$ cat src/rtl/input_conditioner_pkg.sv
// Shared defaults and sizing helpers for the input conditioner family.
// The UART and button-parser blocks import these defaults from here.
package input_conditioner_pkg;

    localparam int DEF_SYNC_STAGES    = 2;
    localparam int DEF_SAMPLE_PERIOD  = 1000;
    localparam int DEF_STABLE_SAMPLES = 4;

    // Width of a counter that must hold 0..n-1; never narrower than one bit.
    function automatic int cnt_w(input int n);
        return (n > 1) ? $clog2(n) : 1;
    endfunction

endpackage

$ cat src/rtl/sync_chain.sv
// Plain async-reset flop pipeline: STAGES deep, WIDTH bits, nothing between stages.
module sync_chain #(
    parameter int WIDTH  = 1,
    parameter int STAGES = 2
) (
    input  logic             i_clk,
    input  logic             i_rst_n,
    input  logic [WIDTH-1:0] i_d,
    output logic [WIDTH-1:0] o_q
);

    logic [STAGES-1:0][WIDTH-1:0] r_s;

    always_ff @(posedge i_clk or negedge i_rst_n) begin
        if (!i_rst_n) begin
            r_s <= '0;
        end else begin
            r_s[0] <= i_d;
            for (int i = 1; i < STAGES; i++) r_s[i] <= r_s[i-1];
        end
    end

    assign o_q = r_s[STAGES-1];

endmodule

$ cat src/rtl/input_conditioner.sv
// Per-channel synchronizer, optional tick-sampled debounce and registered edge pulses.
// All channels share one sample-tick prescaler.
module input_conditioner
    import input_conditioner_pkg::*;
#(
    parameter int WIDTH          = 1,
    parameter int SYNC_STAGES    = DEF_SYNC_STAGES,
    parameter int DEBOUNCE_EN    = 1,
    parameter int SAMPLE_PERIOD  = DEF_SAMPLE_PERIOD,
    parameter int STABLE_SAMPLES = DEF_STABLE_SAMPLES
) (
    input  logic             clk,
    input  logic             rst_n,
    input  logic [WIDTH-1:0] async_in,
    output logic [WIDTH-1:0] level,
    output logic [WIDTH-1:0] rise,
    output logic [WIDTH-1:0] fall,
    output logic             tick
);

    if (SYNC_STAGES < 2) begin : g_bad_sync
        $error("input_conditioner: SYNC_STAGES must be >= 2");
    end
    if (SAMPLE_PERIOD < 1) begin : g_bad_period
        $error("input_conditioner: SAMPLE_PERIOD must be >= 1");
    end
    if (STABLE_SAMPLES < 1) begin : g_bad_stable
        $error("input_conditioner: STABLE_SAMPLES must be >= 1");
    end

    logic [WIDTH-1:0] w_sync;
    logic [WIDTH-1:0] w_level_nxt;
    logic [WIDTH-1:0] r_level;
    logic [WIDTH-1:0] r_rise;
    logic [WIDTH-1:0] r_fall;

    sync_chain #(
        .WIDTH (WIDTH),
        .STAGES(SYNC_STAGES)
    ) u_sync (
        .i_clk  (clk),
        .i_rst_n(rst_n),
        .i_d    (async_in),
        .o_q    (w_sync)
    );

    if (DEBOUNCE_EN != 0) begin : g_deb
        localparam int PW = cnt_w(SAMPLE_PERIOD);
        localparam int CW = $clog2(STABLE_SAMPLES + 1);
        localparam logic [PW-1:0] P_LAST = PW'(SAMPLE_PERIOD - 1);
        localparam logic [CW-1:0] C_LAST = CW'(STABLE_SAMPLES - 1);

        logic [PW-1:0] r_pcnt;
        logic [PW-1:0] w_pcnt_nxt;
        logic          r_tick;

        assign w_pcnt_nxt = (r_pcnt == P_LAST) ? '0 : r_pcnt + PW'(1);

        // Tick is registered off the next count so it reads 0 in reset even when SAMPLE_PERIOD=1.
        always_ff @(posedge clk or negedge rst_n) begin
            if (!rst_n) begin
                r_pcnt <= '0;
                r_tick <= 1'b0;
            end else begin
                r_pcnt <= w_pcnt_nxt;
                r_tick <= (w_pcnt_nxt == P_LAST);
            end
        end

        assign tick = r_tick;

        for (genvar ch = 0; ch < WIDTH; ch++) begin : g_ch
            logic [CW-1:0] r_cnt;
            logic          w_diff;

            assign w_diff = (w_sync[ch] != r_level[ch]);
            assign w_level_nxt[ch] = (w_diff && r_tick && (r_cnt == C_LAST)) ? w_sync[ch] : r_level[ch];

            // Any sample agreeing with the current level throws away accumulated progress.
            always_ff @(posedge clk or negedge rst_n) begin
                if (!rst_n) begin
                    r_cnt <= '0;
                end else if (!w_diff) begin
                    r_cnt <= '0;
                end else if (r_tick) begin
                    r_cnt <= (r_cnt == C_LAST) ? '0 : r_cnt + CW'(1);
                end
            end
        end
    end else begin : g_bypass
        assign w_level_nxt = w_sync;
        assign tick        = 1'b0;
    end

    always_ff @(posedge clk or negedge rst_n) begin
        if (!rst_n) begin
            r_level <= '0;
            r_rise  <= '0;
            r_fall  <= '0;
        end else begin
            r_level <= w_level_nxt;
            r_rise  <= ~r_level & w_level_nxt;
            r_fall  <= r_level & ~w_level_nxt;
        end
    end

    assign level = r_level;
    assign rise  = r_rise;
    assign fall  = r_fall;

endmodule

$ cat config.mk
export PLATFORM = sky130hd
export DESIGN_NAME = input_conditioner
export DESIGN_NICKNAME = d
export VERILOG_FILES = /design/src/rtl/input_conditioner_pkg.sv /design/src/rtl/sync_chain.sv /design/src/rtl/input_conditioner.sv
export SDC_FILE = /design/constraint.sdc
export NUM_CORES = 1
export LEC_CHECK = 0
export CELL_PAD_IN_SITES_DETAIL_PLACEMENT = 1
export CELL_PAD_IN_SITES_GLOBAL_PLACEMENT = 2
export CORE_MARGIN = 2
export CORE_UTILIZATION = 33
export CTS_CLUSTER_SIZE = 25
export DETAILED_ROUTE_END_ITERATION = 10
export PLACE_DENSITY_LB_ADDON = 0.1
export SYNTH_ARGS = -nofsm -noshare
export SYNTH_HDL_FRONTEND = slang
export SYNTH_SLANG_ARGS = --single-unit
$ cat constraint.sdc
create_clock -name clk -period 1.3 [get_ports clk]
set_input_delay 0.13 -clock clk [delete_from_list [all_inputs] [get_ports clk]]
set_output_delay 0.13 -clock clk [all_outputs]
set_load 0.01 [all_outputs]
==> metrics <==
status=finished with violations; violated checks=setup timing; Net Sw Frac=0.232; layout cells sized above 1=0.373; initial core utilization=0.357; largest net degree at the start of global routing=20; Die X-Extent=56.3 um; CP endpoint=tick$_DFF_PN0_; R2R depth=5; gp weighted congestion=0.684; RSZ-0062 raised after global routing=true; main combinational cell family by area after synthesis=simple AND/OR/NAND/NOR gates; top-count cell post-synth=dfrtp_1; Async SR Flop Fraction=1.00; area share of and/or/nand/nor cells after synthesis=0.251; Avg WL per Cell=14.7 um; normalized max-slew margin=0.793; Synth Area in XOR/XNOR=0.0389; via count=657; total die area=3160 um^2; CP required=1.50 ns; Top FF cell, synth=dfrtp_1; Max-Cap Viols=0; Worst R2R Start=g_deb.r_pcnt[0]$_DFF_PN0_; Final ANT Viol Nets=0; Vert. Die Dim=56.3 um; grt ovf=0; Mapped Avg Cell Area=11.4 um^2; Combinational Power Share=0.024; worst skew pair latency=0.30 ns; area leader, netlist=dfrtp_1; PwrDens=781 nW/um^2; post-synthesis sequential area ratio=0.528; Area growth syn-to-layout=33.1%; Root Buffer Master=clkbuf_4; Synth Area in Compound Gates=0.111; Synth Instances=79; commonest cells in the netlist=dfrtp_1, nor2_1, nand3_1, a21oi_1, nand2_1; CTS clk-pin slew, worst paths=0.12 ns; post-synth design cell area=901 um^2; worst-path fanout max=3; Worst Hold Class=input port to asynchronous set/reset pin; Max VDD drop=0.761 mV; Tmin final=1.40 ns; CTS tree=built; sequential share of power=0.637; setup violators final=6; initial antenna violation count=0; number of vias per cell=4.98; Core Rows=18; #FFs+latches synth=19; leakage power=0.541 nW; Final Max Slew Viols=0; worst r2r dst=tick$_DFF_PN0_; # IOs=7; drt pass-1 iters=4; WP data arrival=1.60 ns; clock network fraction of design power=0.340; total routed wirelength=1.94 mm; Worst Slack Setup Final=-0.103 ns; GRT Util Overall=0.140; final instance area=1200 um^2; f_max=713 MHz; Fin. Hold Viols=0; largest cells by area after synthesis=dfrtp_1, ha_1, nor2_1; TritonCTS Buffers=3; Antenna Cells=0; CP Class=flip-flop to flip-flop; crit share post-route=1.08; first-pass GRT wire length=3.38 mm; worst-margin pin slew=0.308 ns; startpoint types=flip-flop; final net count=109; hold_buf cts=0; Synth warnings=0; H-tree levels=1; CP endpoint kind=flip-flop; Synth Area in Adders=0.0417; mux contribution to synthesized area=0.0125; vias in the first global route=736; DRC Markers=0; Net Switching=0.000217 W; Cell variety after synth=32; Sink Count=19; Port Buffer Count=6; Int Power=0.000720 W; Mapped Nets=85; Reg2Reg Setup Slack=-0.10 ns; number of enable flip-flop cells after synthesis=0; Setup Skew=0.00409 ns; area of placed instances=1090 um^2; DP HPWL=1.42 mm; Setup WS pre-CTS=-0.144 ns; Setup crit start=g_deb.r_pcnt[0]$_DFF_PN0_; clock buffer depth=2; core area=2520 um^2; 1st-iter DRT viols=11; area fraction of the dominant cell type after synthesis=0.528
flip-flops by register name, indices dropped and copies added, names as in the netlist:
signal            cells
g_deb.g_ch.r_cnt      3
level                 1
u_sync.r_s            1
rise                  1
g_deb.r_pcnt         10
fall                  1
tick                  1
u_sync.o_q            1
worst min path at each step:
stage / end / slack [ns] / cells past startpoint / startpoint
after floorplan: fall$_DFF_PN0_ / -0.17 / 0 / rst_n
after global placement: u_sync.o_q$_DFF_PN0_ / 0.34 / 0 / u_sync.r_s[0]$_DFF_PN0_
after detailed placement: u_sync.o_q$_DFF_PN0_ / 0.34 / 0 / u_sync.r_s[0]$_DFF_PN0_
after CTS: g_deb.g_ch[0].r_cnt[0]$_DFFE_PN0P_ / 0.15 / 2 / rst_n
after global routing: g_deb.g_ch[0].r_cnt[0]$_DFFE_PN0P_ / 0.18 / 2 / rst_n
final: g_deb.g_ch[0].r_cnt[0]$_DFFE_PN0P_ / 0.15 / 2 / rst_n
power groups by stage:
stage | sequential [W] | combinational [W] | clock, W
2_1_floorplan | 0.000607 | 0.00000238 | 0
3_3_place_gp | 0.000607 | 0.0000236 | 0
3_5_place_dp | 0.000608 | 0.0000233 | 0
4_1_cts | 0.000596 | 0.0000234 | 0.000330
5_1_grt | 0.000597 | 0.0000259 | 0.000352
6_report | 0.000596 | 0.0000220 | 0.000318
stage by stage:
stage	setup TNS (ns)	hold slack [ns]	instances	util	total power, W
3_3_place_gp	-0.372	0.339	125	0.433	0.000631
3_5_place_dp	-0.644	0.343	125	0.433	0.000631
4_1_cts	-0.276	0.150	132	0.474	0.000949
5_1_grt	-0.830	0.180	132	0.475	0.000974
6_report	-0.242	0.147	132	0.475	0.000937
2_1_floorplan	-0.0103	-0.166	79	-	0.000610
per-layer routing:
metal	vias up	track usage	share of wire
met5	-	0	0
met2	5	0.229	0.48
met4	0	0.0408	0.011
met1	322	0.179	0.48
met3	2	0.0438	0.025
li1	328	-	-
repair_timing:
item                       in CTS  in global routing
pin swaps                       8                  5
setup buffers                   3                  2
setup endpoints to repair      10                  9
gates resized for setup        19                  1
final cells by class:
type | instances | area (um^2)
multi-input cells | 57 | 478
well taps | 30 | 37.5
repair buffers | 20 | 164
inverters | 2 | 7.51
clock buffers | 3 | 22.5
flip-flops and latches | 19 | 482
fillers | 290 | 1320
clock inverters | 1 | 7.51
placed cells by master (no fill, tap or decap), drive strengths merged, types with 3 or more instances in the layout:
| master | instances |
|---|---|
| ha | 3 |
| nand3 | 6 |
| clkbuf | 3 |
| nand2b | 3 |
| dfrtp | 19 |
| buf | 14 |
| dlygate4sd2 | 4 |
| nor2 | 7 |
| a21oi | 5 |
| nand2 | 4 |
cells by family after synthesis:
group                      Yosys count
AOI/OAI and AO/OA                   14
xor gates and xnor gates             4
DFF                                 19
muxes                                1
and+or+nand+nor                     35
buffers and inverters                3
adders and majority gates            3
worst max-delay path, stage by stage, from the launching register on:
cell and delay, ns:
dfrtp_2 0.44, ha_4 0.18, and4b_2 0.23, a2bb2oi_2 0.05, a211o_1 0.26, o2111a_1 0.13
Power figures use the tool's default switching activity.
